`config.mk`:
```
export PLATFORM = sky130hd
export DESIGN_NAME = mm2s_ram_reader_flat
export DESIGN_NICKNAME = d
export VERILOG_FILES = /design/src/rtl/mm2s_ram_reader_if.sv /design/src/rtl/mm2s_ram_reader.sv /design/src/flat_wrapper.sv
export SDC_FILE = /design/constraint.sdc
export NUM_CORES = 1
export LEC_CHECK = 0
export BUFFER_PORTS_ARGS = -buffer_cell sky130_fd_sc_hd__buf_4
export CAP_MARGIN = 20
export CORE_MARGIN = 2
export CORE_UTILIZATION = 43
export DETAILED_ROUTE_END_ITERATION = 6
export SYNTH_ARGS = -nofsm -noshare
export SYNTH_HDL_FRONTEND = slang
export SYNTH_SLANG_ARGS = --single-unit
```
`constraint.sdc`:
```
create_clock -name aclk -period 9.15 [get_ports aclk]
set_input_delay 1.3725 -clock aclk [delete_from_list [all_inputs] [get_ports aclk]]
set_output_delay 1.3725 -clock aclk [all_outputs]
set_load 0.05 [all_outputs]
```
`src/rtl/mm2s_ram_reader_if.sv`:
```
// ============================================================================
// Module      : mm2s_ram_reader_if
// Description : AXI3 read-master and AXI-Stream master bundle for the MM2S
//               RAM reader.
// Revision    : 1.0
// ============================================================================
`default_nettype none

interface mm2s_ram_reader_if #(
  parameter int ADDR_WIDTH     = 32,
  parameter int AXI_ID_WIDTH   = 6,
  parameter int AXI_DATA_WIDTH = 32
);
  logic [AXI_ID_WIDTH-1:0]   M_AXI_arid;
  logic [ADDR_WIDTH-1:0]     M_AXI_araddr;
  logic [7:0]                M_AXI_arlen;
  logic [2:0]                M_AXI_arsize;
  logic [1:0]                M_AXI_arburst;
  logic [3:0]                M_AXI_arcache;
  logic [2:0]                M_AXI_arprot;
  logic                      M_AXI_arvalid;
  logic                      M_AXI_arready;
  logic [AXI_ID_WIDTH-1:0]   M_AXI_rid;
  logic [AXI_DATA_WIDTH-1:0] M_AXI_rdata;
  logic [1:0]                M_AXI_rresp;
  logic                      M_AXI_rlast;
  logic                      M_AXI_rvalid;
  logic                      M_AXI_rready;
  logic [AXI_DATA_WIDTH-1:0] M_AXIS_tdata;
  logic                      M_AXIS_tlast;
  logic                      M_AXIS_tvalid;
  logic                      M_AXIS_tready;

  modport master (
    output M_AXI_arid, M_AXI_araddr, M_AXI_arlen, M_AXI_arsize, M_AXI_arburst,
    output M_AXI_arcache, M_AXI_arprot, M_AXI_arvalid,
    input  M_AXI_arready,
    input  M_AXI_rid, M_AXI_rdata, M_AXI_rresp, M_AXI_rlast, M_AXI_rvalid,
    output M_AXI_rready,
    output M_AXIS_tdata, M_AXIS_tlast, M_AXIS_tvalid,
    input  M_AXIS_tready
  );

  modport slave (
    input  M_AXI_arid, M_AXI_araddr, M_AXI_arlen, M_AXI_arsize, M_AXI_arburst,
    input  M_AXI_arcache, M_AXI_arprot, M_AXI_arvalid,
    output M_AXI_arready,
    output M_AXI_rid, M_AXI_rdata, M_AXI_rresp, M_AXI_rlast, M_AXI_rvalid,
    input  M_AXI_rready,
    input  M_AXIS_tdata, M_AXIS_tlast, M_AXIS_tvalid,
    output M_AXIS_tready
  );
endinterface

`default_nettype wire

```
`src/rtl/mm2s_ram_reader.sv`:
```
// ============================================================================
// Module      : mm2s_ram_reader
// Description : Fetches a block of words over an AXI3 read master in INCR
//               bursts and plays them out on an AXI-Stream master through a
//               first-word-fall-through FIFO. Optional block looping is
//               enabled with MM2S_RAM_READER_LOOP_EN.
// Revision    : 1.0
// ============================================================================
`default_nettype none

module mm2s_ram_reader #(
  parameter int ADDR_WIDTH     = 32,
  parameter int AXI_ID_WIDTH   = 6,
  parameter int AXI_DATA_WIDTH = 32,
  parameter int COUNT_WIDTH    = 16,
  parameter int BURST_LEN      = 16,
  parameter int FIFO_DEPTH     = 32
) (
  input  logic                   aclk,
  input  logic                   areset,
  input  logic [ADDR_WIDTH-1:0]  address,
  input  logic [COUNT_WIDTH-1:0] word_count,
  input  logic                   start,
`ifdef MM2S_RAM_READER_LOOP_EN
  input  logic                   loop,
`endif
  output logic                   busy,
  output logic                   done,
  output logic                   error,
  mm2s_ram_reader_if.master      bus
);

  localparam int c_BYTES = AXI_DATA_WIDTH / 8;
  localparam int c_SIZE  = $clog2(c_BYTES);
  localparam int c_AW    = $clog2(FIFO_DEPTH);
  localparam int c_CW    = c_AW + 1;
  localparam int c_FW    = AXI_DATA_WIDTH + 1;

  typedef enum logic [1:0] {
    S_IDLE  = 2'd0,
    S_ADDR  = 2'd1,
    S_DATA  = 2'd2,
    S_DRAIN = 2'd3
  } state_t;

  state_t r_state, w_state_nxt;

  logic [ADDR_WIDTH-1:0]  r_base, r_araddr;
  logic [COUNT_WIDTH-1:0] r_word_count, r_remaining;
  logic [7:0]             r_len, r_beat;
  logic                   r_done, r_error;

  logic [c_FW-1:0]        r_mem [FIFO_DEPTH];
  logic [c_AW-1:0]        r_wr_ptr, r_rd_ptr;
  logic [c_CW-1:0]        r_count;

  logic                   w_loop, w_arvalid, w_rready, w_space_ok, w_cross;
  logic                   w_ar_fire, w_r_fire, w_pop, w_final_beat, w_last_word;
  logic                   w_tvalid, w_tlast, w_start_ok, w_start_zero, w_unused;
  logic [7:0]             w_len;
  logic [c_CW-1:0]        w_free;
  logic [12:0]            w_span;
  logic [AXI_DATA_WIDTH-1:0] w_tdata;

`ifdef MM2S_RAM_READER_LOOP_EN
  assign w_loop = loop;
`else
  assign w_loop = 1'b0;
`endif

  assign w_unused     = ^bus.M_AXI_rid;
  assign w_start_ok   = (r_state == S_IDLE) && start && (word_count != '0);
  assign w_start_zero = (r_state == S_IDLE) && start && (word_count == '0);

  assign w_len      = (r_remaining >= COUNT_WIDTH'(BURST_LEN)) ? 8'(BURST_LEN) : 8'(r_remaining);
  assign w_free     = c_CW'(FIFO_DEPTH) - r_count;
  assign w_space_ok = w_free >= c_CW'(w_len);
  // Byte span of the pending burst measured from the start of its 4 KB page
  assign w_span     = {1'b0, r_araddr[11:0]} + (13'(w_len) << c_SIZE);
  assign w_cross    = w_span > 13'd4096;

  assign w_ar_fire    = w_arvalid && bus.M_AXI_arready;
  assign w_r_fire     = w_rready && bus.M_AXI_rvalid;
  assign w_final_beat = (r_beat == r_len - 8'd1);
  assign w_last_word  = (r_remaining == COUNT_WIDTH'(1));

  assign w_tvalid           = (r_count != '0);
  assign {w_tlast, w_tdata} = r_mem[r_rd_ptr];
  assign w_pop              = w_tvalid && bus.M_AXIS_tready;

  always_comb begin
    w_state_nxt = r_state;
    w_arvalid   = 1'b0;
    w_rready    = 1'b0;
    case (r_state)
      S_IDLE: begin
        if (w_start_ok) w_state_nxt = S_ADDR;
      end
      S_ADDR: begin
        w_arvalid = w_space_ok;
        if (w_arvalid && bus.M_AXI_arready) w_state_nxt = S_DATA;
      end
      S_DATA: begin
        w_rready = 1'b1;
        if (bus.M_AXI_rvalid && w_final_beat) begin
          w_state_nxt = (!w_last_word || w_loop) ? S_ADDR : S_DRAIN;
        end
      end
      S_DRAIN: begin
        if (w_pop && w_tlast && (r_count == c_CW'(1))) w_state_nxt = S_IDLE;
      end
      default: w_state_nxt = S_IDLE;
    endcase
  end

  always_ff @(posedge aclk) begin
    if (areset) r_state <= S_IDLE;
    else        r_state <= w_state_nxt;
  end

  always_ff @(posedge aclk) begin
    if (areset) begin
      r_base       <= '0;
      r_araddr     <= '0;
      r_word_count <= '0;
      r_remaining  <= '0;
      r_len        <= '0;
      r_beat       <= '0;
      r_done       <= 1'b0;
      r_error      <= 1'b0;
    end else begin
      r_done <= (w_pop && w_tlast) || w_start_zero;
      if (w_start_ok) begin
        r_base       <= address & ~ADDR_WIDTH'(c_BYTES - 1);
        r_araddr     <= address & ~ADDR_WIDTH'(c_BYTES - 1);
        r_word_count <= word_count;
        r_remaining  <= word_count;
        r_error      <= 1'b0;
      end
      if (w_ar_fire) begin
        r_len  <= w_len;
        r_beat <= '0;
        if (w_cross) r_error <= 1'b1;
      end
      if (w_r_fire) begin
        r_beat      <= r_beat + 8'd1;
        r_remaining <= r_remaining - COUNT_WIDTH'(1);
        if ((bus.M_AXI_rresp != 2'b00) || (bus.M_AXI_rlast != w_final_beat)) r_error <= 1'b1;
        // Block progress follows the internal beat count, not rlast
        if (w_final_beat) begin
          if (w_last_word && w_loop) begin
            r_remaining <= r_word_count;
            r_araddr    <= r_base;
          end else begin
            r_araddr <= r_araddr + (ADDR_WIDTH'(r_len) << c_SIZE);
          end
        end
      end
    end
  end

  always_ff @(posedge aclk) begin
    if (areset) begin
      r_wr_ptr <= '0;
      r_rd_ptr <= '0;
      r_count  <= '0;
    end else begin
      if (w_r_fire) r_wr_ptr <= r_wr_ptr + c_AW'(1);
      if (w_pop)    r_rd_ptr <= r_rd_ptr + c_AW'(1);
      case ({w_r_fire, w_pop})
        2'b10:   r_count <= r_count + c_CW'(1);
        2'b01:   r_count <= r_count - c_CW'(1);
        default: r_count <= r_count;
      endcase
    end
  end

  // Each entry carries its own tlast so looped passes stay delimited
  always_ff @(posedge aclk) begin
    if (w_r_fire) r_mem[r_wr_ptr] <= {w_last_word, bus.M_AXI_rdata};
  end

  assign bus.M_AXI_arid    = '1;
  assign bus.M_AXI_araddr  = r_araddr;
  assign bus.M_AXI_arlen   = w_len - 8'd1;
  assign bus.M_AXI_arsize  = 3'(c_SIZE);
  assign bus.M_AXI_arburst = 2'b01;
  assign bus.M_AXI_arcache = 4'b0011;
  assign bus.M_AXI_arprot  = 3'b000;
  assign bus.M_AXI_arvalid = w_arvalid;
  assign bus.M_AXI_rready  = w_rready;
  assign bus.M_AXIS_tdata  = w_tdata;
  assign bus.M_AXIS_tlast  = w_tvalid && w_tlast;
  assign bus.M_AXIS_tvalid = w_tvalid;

  assign busy  = (r_state != S_IDLE);
  assign done  = r_done;
  assign error = r_error;

endmodule

`default_nettype wire
```
`src/flat_wrapper.sv`:
```
// flat-port wrapper written by rule: the top's interface ports become plain ports
module mm2s_ram_reader_flat 
#(
  parameter int ADDR_WIDTH     = 32,
  parameter int AXI_ID_WIDTH   = 6,
  parameter int AXI_DATA_WIDTH = 32,
  parameter int COUNT_WIDTH    = 16,
  parameter int BURST_LEN      = 16,
  parameter int FIFO_DEPTH     = 32
)
  (aclk, areset, address, word_count, start, busy, done, error, bus_M_AXI_arid, bus_M_AXI_araddr, bus_M_AXI_arlen, bus_M_AXI_arsize, bus_M_AXI_arburst, bus_M_AXI_arcache, bus_M_AXI_arprot, bus_M_AXI_arvalid, bus_M_AXI_arready, bus_M_AXI_rid, bus_M_AXI_rdata, bus_M_AXI_rresp, bus_M_AXI_rlast, bus_M_AXI_rvalid, bus_M_AXI_rready, bus_M_AXIS_tdata, bus_M_AXIS_tlast, bus_M_AXIS_tvalid, bus_M_AXIS_tready);
  mm2s_ram_reader_if #(.ADDR_WIDTH(ADDR_WIDTH), .AXI_ID_WIDTH(AXI_ID_WIDTH), .AXI_DATA_WIDTH(AXI_DATA_WIDTH)) bus_i ();
  input  logic aclk;
  input  logic areset;
  input  logic [ADDR_WIDTH-1:0] address;
  input  logic [COUNT_WIDTH-1:0] word_count;
  input  logic start;
  output logic busy;
  output logic done;
  output logic error;
  output wire logic [$bits(bus_i.M_AXI_arid)-1:0] bus_M_AXI_arid;
  output wire logic [$bits(bus_i.M_AXI_araddr)-1:0] bus_M_AXI_araddr;
  output wire logic [$bits(bus_i.M_AXI_arlen)-1:0] bus_M_AXI_arlen;
  output wire logic [$bits(bus_i.M_AXI_arsize)-1:0] bus_M_AXI_arsize;
  output wire logic [$bits(bus_i.M_AXI_arburst)-1:0] bus_M_AXI_arburst;
  output wire logic [$bits(bus_i.M_AXI_arcache)-1:0] bus_M_AXI_arcache;
  output wire logic [$bits(bus_i.M_AXI_arprot)-1:0] bus_M_AXI_arprot;
  output wire logic [$bits(bus_i.M_AXI_arvalid)-1:0] bus_M_AXI_arvalid;
  input wire logic [$bits(bus_i.M_AXI_arready)-1:0] bus_M_AXI_arready;
  input wire logic [$bits(bus_i.M_AXI_rid)-1:0] bus_M_AXI_rid;
  input wire logic [$bits(bus_i.M_AXI_rdata)-1:0] bus_M_AXI_rdata;
  input wire logic [$bits(bus_i.M_AXI_rresp)-1:0] bus_M_AXI_rresp;
  input wire logic [$bits(bus_i.M_AXI_rlast)-1:0] bus_M_AXI_rlast;
  input wire logic [$bits(bus_i.M_AXI_rvalid)-1:0] bus_M_AXI_rvalid;
  output wire logic [$bits(bus_i.M_AXI_rready)-1:0] bus_M_AXI_rready;
  output wire logic [$bits(bus_i.M_AXIS_tdata)-1:0] bus_M_AXIS_tdata;
  output wire logic [$bits(bus_i.M_AXIS_tlast)-1:0] bus_M_AXIS_tlast;
  output wire logic [$bits(bus_i.M_AXIS_tvalid)-1:0] bus_M_AXIS_tvalid;
  input wire logic [$bits(bus_i.M_AXIS_tready)-1:0] bus_M_AXIS_tready;
  assign bus_M_AXI_arid = bus_i.M_AXI_arid;
  assign bus_M_AXI_araddr = bus_i.M_AXI_araddr;
  assign bus_M_AXI_arlen = bus_i.M_AXI_arlen;
  assign bus_M_AXI_arsize = bus_i.M_AXI_arsize;
  assign bus_M_AXI_arburst = bus_i.M_AXI_arburst;
  assign bus_M_AXI_arcache = bus_i.M_AXI_arcache;
  assign bus_M_AXI_arprot = bus_i.M_AXI_arprot;
  assign bus_M_AXI_arvalid = bus_i.M_AXI_arvalid;
  assign bus_i.M_AXI_arready = bus_M_AXI_arready;
  assign bus_i.M_AXI_rid = bus_M_AXI_rid;
  assign bus_i.M_AXI_rdata = bus_M_AXI_rdata;
  assign bus_i.M_AXI_rresp = bus_M_AXI_rresp;
  assign bus_i.M_AXI_rlast = bus_M_AXI_rlast;
  assign bus_i.M_AXI_rvalid = bus_M_AXI_rvalid;
  assign bus_M_AXI_rready = bus_i.M_AXI_rready;
  assign bus_M_AXIS_tdata = bus_i.M_AXIS_tdata;
  assign bus_M_AXIS_tlast = bus_i.M_AXIS_tlast;
  assign bus_M_AXIS_tvalid = bus_i.M_AXIS_tvalid;
  assign bus_i.M_AXIS_tready = bus_M_AXIS_tready;
  mm2s_ram_reader #(.ADDR_WIDTH(ADDR_WIDTH), .AXI_ID_WIDTH(AXI_ID_WIDTH), .AXI_DATA_WIDTH(AXI_DATA_WIDTH), .COUNT_WIDTH(COUNT_WIDTH), .BURST_LEN(BURST_LEN), .FIFO_DEPTH(FIFO_DEPTH)) u_core (.aclk(aclk), .areset(areset), .address(address), .word_count(word_count), .start(start), .busy(busy), .done(done), .error(error), .bus(bus_i));
endmodule
```
Word level (Yosys, flattened, before mapping)
Memories as Yosys holds them, arrays and structs flattened. A register that Yosys moved wholly into a read port is not among the register bits.
Cells that the tools add are included.

operators by class
  reduce and logical (&&, ||, !) cells = 23
  multiplexer cells = 26
  $lt $le $gt $ge = 3
  $add $sub $neg = 11
  eq/ne operators = 13

operator list
  cell                                                    count
  2-to-1 mux 32 bit                                       3
  adder 32 x 10 -> 32 bit                                 1
  2-to-1 mux 16 bit                                       2
  2-to-1 mux 8 bit                                        3
  == test 16 x 1 -> 1 bit (second input constant)         1
  >= comparator 16 x 5 -> 1 bit (second input constant)   1
  logical NOT 16 bit                                      1
  nonzero test 16 bit                                     1
  subtractor 16 x 1 -> 16 bit (second input constant)     1
  subtractor 8 x 1 -> 8 bit (second input constant)       2
  adder 12 x 10 -> 13 bit                                 1
  > comparator 13 bit (second input constant)             1
  one-hot mux 6 bit (2 select lines)                      1
  logical AND 1 bit                                       11
  adder 5 x 1 -> 5 bit (second input constant)            2
  2-to-1 mux 2 bit                                        5
  2-to-1 mux 5 bit                                        2
  nonzero test 2 bit                                      5
  2-to-1 mux 1 bit                                        9
  adder 8 x 1 -> 8 bit (second input constant)            1
  == test 8 bit                                           1
  inequality test 2 x 1 -> 1 bit (second input constant)  4
  one-hot mux 2 bit (4 select lines)                      1
  adder 6 x 1 -> 6 bit (second input constant)            1
  other kinds (11)                                        15

word-level totals
  input bits = 95
  output and inout port bits = 97
  memories kept = 1
  RAM bits = 1,056
  word-level logic and storage cells = 87
  register bits = 84

memory list
  memory        words  width  rd ports  clocked after memory_dff  wr ports  line                   RTL
  u_core.r_mem  32     33     1         1                         1         mm2s_ram_reader.sv:53  logic [c_FW-1:0] r_mem [FIFO_DEPTH];

Logic depth before layout (Yosys ltp)
  depth after elaboration = 8
  depth in mapped cells = 15
  depth with buffers taken out = 14

Least setup slack after synthesis
OpenSTA, ideal clock, no wires.

  kind = register to output
  start = reg u_core.r_remaining[6]
  end = out bus_M_AXI_arvalid
  setup slack = 3.673 ns
  arrival = 4.104 ns
  data required time = 7.777 ns
  path buffers = 1
  stages on the path, launching flop included = 13
  cell sequence = dfxtp_1 > or4_1 > clkbuf_1 > nor3_1 > nand2_1 > inv_1 > ha_1 > or3b_2 > nand4_1 > nor3_1 > nand2b_1 > a21oi_1 > nor3_1

between the ends
  word-level cells in the longest chain between the ends = 4

ends and longest elaborated chain
  element                        line                    RTL
  start, declared                mm2s_ram_reader.sv:49   logic [COUNT_WIDTH-1:0] r_word_count, r_remaining;
  start signal, assigned         mm2s_ram_reader.sv:137  r_remaining <= word_count;
  start signal, assigned         mm2s_ram_reader.sv:147  r_remaining <= r_remaining - COUNT_WIDTH'(1);
  start signal, assigned         mm2s_ram_reader.sv:152  r_remaining <= r_word_count;
  >= comparator 16 x 5 -> 1 bit  mm2s_ram_reader.sv:75   assign w_len = (r_remaining >= COUNT_WIDTH'(BURST_LEN)) ? 8'(BURST_LEN) : 8'(r_remaining);
  2-to-1 mux 8 bit               mm2s_ram_reader.sv:75
  named net u_core.w_len[0]      mm2s_ram_reader.sv:60   logic [7:0] w_len;
  >= comparator 6 bit            mm2s_ram_reader.sv:77   assign w_space_ok = w_free >= c_CW'(w_len);
  2-to-1 mux 1 bit               mm2s_ram_reader.sv:95   case (r_state)
  end, declared                  flat_wrapper.sv:28      output wire logic [$bits(bus_i.M_AXI_arvalid)-1:0] bus_M_AXI_arvalid;

The timed path passes the listed nets, and every way through them passes these cells.

==> impl_metrics.csv <==
group,metric,value,unit
setup_path,ff2ff_path_depth,15,
status,violations,"design-rule violations",
synth,ys.flop_type,"edfxtp_1",
sta,hold_viol_final,0,
pwr,comb_power_share,12.3,%
finish,instances_no_fill,3986,
pwr,intPower,0.009157,W
setup_path,timing.rr.start,"u_core.r_remaining[6]$_SDFFE_PP0P_",
finish,fillers,8493,
setup_path,cp.arrival,4080,ps
drt,viasPerCell,5.766,
floorplanning,core_area,0.1054,mm²
finish,utilization,49.99,%
setup_path,cp-end-kind,"primary output",
floorplanning,num_rows,119,
clock_tree,path_clk_slew,60,ps
synth,async_flop_share,0,%
setup_path,worst_ep_required_time,7780,ps
drt,routed_wirelength,107100,µm
clock_tree,ctsResizeCount,0,
synth,synth_area,0.04576,mm²
sta,final_max_slew_viol_count,0,
grt,grt_max_degree,145,
sta,rsz0062_at_grt,"no",
sta,skew,22.08,ps
clock_tree,cts_root_buffer,"clkbuf_16",
clock_tree,clock-sinks,1145,
finish,syn_to_final_growth,15.16,%
drt,drt_iter0_markers,2106,
placement,dp.cells,3772,
grt,grt_overflow,0,
min_path,min_path_type,"reg -> reg",
floorplanning,die_h,330.2,µm
finish,layout.nets,2631,
status,status,"finished with violations",
setup_path,crit_path_start_kind,"register",
pwr,clkPwrFrac,39.2,%
sta,holdWs,489.7,ps
synth,syn_avg_cell_area,20.04,µm²
drt,vias,22983,
sta,min_period,5451,ps
pwr,peakVddDrop,159.4,µV
clock_tree,clkLatencyLatePin,690,ps
sta,setup_viol,0,
clock_tree,ctsHoldBuffers,0,
sta,tightest_slew,1127,ps
floorplanning,io_pins,192,
sta,maxSlewHeadroom,24.84,%
synth,synth_warnings,0,
placement,hpwl,56680,µm
synth,synth_seq_cells,1145,
grt,grt_pass1_vias,23764,
drt,ant_nets,0,
min_path,holdPathStages,2,
drt,drt-wirelength-per-cell,26.86,µm
pwr,p_leak,16.40,nW
setup_path,critPathKind,"reg -> out",
clock_tree,post-cts-setup-buffers,0,
synth,synth.distinct_cells,69,
grt,grt_pass1_wl,156100,µm
synth,synth_edf_count,1056,
clock_tree,cts_tree,"built",
min_path,hold_path_startpoint,"u_core.r_beat[7]$_SDFFE_PP0P_",
floorplanning,initial_core_util,43.41,%
placement,gp_congestion,0.8297,
finish,drive_gt1_share,31.14,%
finish,num_antenna_cells,0,
sta,tns,0,ps
pwr,swShare,23.84,%
pwr,power_switching,0.002866,W
clock_tree,h-tree-depth,3,
sta,fmax,183.4,MHz
synth,netlist_instances,2284,
drt,drt-pass1-iter-count,7,
floorplanning,die_w,330.2,µm
pwr,powerDensity,228.2,mW/mm²
grt,grt_use_total,19.66,%
pwr,seqPwrFrac,48.5,%
floorplanning,dieArea,0.1090,mm²
grt,antenna_found_initial,2,
drt,drc,9,
placement,io_buffers,165,
job,maxCapViolations,0,
setup_path,path_max_fanout,73,
clock_tree,cts_buffers,115,
sta,fin_crit_sh,59.58,%
synth,yosysSeqAreaShare,73.19,%
clock_tree,cts_max_path_buffers,3,
-- Yosys cell counts, types with 17 or more instances --
| cell type | count | share of area (%) |
|---|---|---|
| edfxtp_1 | 1056 | 69 |
| mux4_2 | 330 | 16 |
| nor2_1 | 127 | 1.0 |
| dfxtp_1 | 89 | 3.9 |
| clkbuf_1 | 85 | 0.70 |
| nand2_1 | 78 | 0.64 |
| a21oi_1 | 68 | 0.74 |
| mux2_2 | 37 | 0.91 |
| ha_1 | 36 | 0.98 |
| buf_1 | 30 | 0.25 |
| o21ai_0 | 28 | 0.31 |
| nand3_1 | 25 | 0.27 |
| inv_1 | 24 | 0.20 |
| nor3_1 | 19 | 0.21 |
| xor2_1 | 19 | 0.36 |
| buf_4 | 18 | 0.30 |
| nor4_1 | 17 | 0.23 |
-- through the flow --
stage | power (W) | setup WS (ps) | area [µm²]
floorplan | 0.007031 | 3673 | 45840
global placement | 0.007416 | 4201 | 48880
detailed placement | 0.007441 | 4181 | 48880
CTS | 0.01215 | 3433 | 52670
global route | 0.01243 | 3315 | 52700
finish | 0.01202 | 3699 | 52700
-- worst paths after layout --
path / endpoint / slack, ps
setup / recovery: bus_M_AXIS_tdata[5] / 3700
hold reg to reg: u_core.r_beat[7]$_SDFFE_PP0P_ / 490
hold / removal: u_core.r_beat[7]$_SDFFE_PP0P_ / 490
setup reg to reg: u_core.error$_SDFF_PP0_ / 4770
-- cell usage in the layout (no fill, tap or decap), types with 17 or more instances in the layout --
cell	synthesis	final
edfxtp_1	1056	1056
mux4_2	330	330
buf_4	18	209
clkbuf_16	0	118
nor2_1	127	96
dfxtp_1	89	84
nand2_1	78	78
a21oi_1	68	68
mux2_2	37	37
ha_1	36	36
nor2_4	0	30
o21ai_0	28	28
clkinv_1	1	27
nand3_1	25	25
inv_1	24	24
conb_1	2	22
clkinv_2	0	22
xor2_1	19	19
nor3_1	19	18
nor4_1	17	17
-- metal layers --
metal  vias up  routed length [µm]  global-route usage (%)
met5         -                   0                       0
met4         0                2004                   4.269
met3       146                5666                   2.847
met2       666               53360                   32.88
met1     12301               46020                   27.60
li1       9870                   -                       -
-- cell type report --
| type | count | area [µm²] | share of cell area (%) |
|---|---|---|---|
| repair buffers | 213 | 1654 | 3.139 |
| flip-flops and latches | 1145 | 33510 | 63.59 |
| multi-input cells | 999 | 11910 | 22.59 |
| clock buffers | 134 | 3012 | 5.715 |
| inverters | 25 | 93.84 | 0.1781 |
| clock inverters | 79 | 784.5 | 1.489 |
| well taps | 1391 | 1740 | 3.303 |
-- power by group through the flow --
stage | logic [W] | registers (W) | clock network, W
floorplan | 0.00107 | 0.00596 | 0
global placement | 0.00147 | 0.00594 | 0
detailed placement | 0.00149 | 0.00595 | 0
CTS | 0.00150 | 0.00584 | 0.00481
global route | 0.00159 | 0.00584 | 0.00499
finish | 0.00148 | 0.00583 | 0.00471
-- sequential cells by signal, summed over array words and instances (netlist names), named ones only --
name / cells
u_core.r_state: 2
u_core.done: 1
u_core.r_len: 8
u_core.r_mem: 1056
u_core.r_remaining: 16
u_core.r_count: 6
u_core.error: 1
u_core.r_rd_ptr: 5
u_core.r_wr_ptr: 5
u_core.r_beat: 8
u_core.bus.M_AXI_araddr: 32
-- critical path, stage by stage (launching register included) --
cell,delay (ps)
dfxtp_4,880
buf_4,1000
mux4_2,430
mux4_2,550
mux2_2,320
buf_4,200
-- cells by family (layout without fill, tap and decap cells) --
logic type | count (synthesis) | count (layout) | synth area share, %
flip-flops | 1145 | 1145 | 73.19
multiplexers | 371 | 371 | 17.24
AO/OA/AOI/OAI | 186 | 186 | 2.690
adder cells (fa/ha/maj) | 38 | 38 | 1.050
other | 2 | 22 | 0.01641
buffers and inverters | 160 | 451 | 1.479
XOR/XNOR | 34 | 34 | 0.6507
AND/OR/NAND/NOR | 348 | 348 | 3.686
Note: power is estimated with default switching activity, not from simulation.
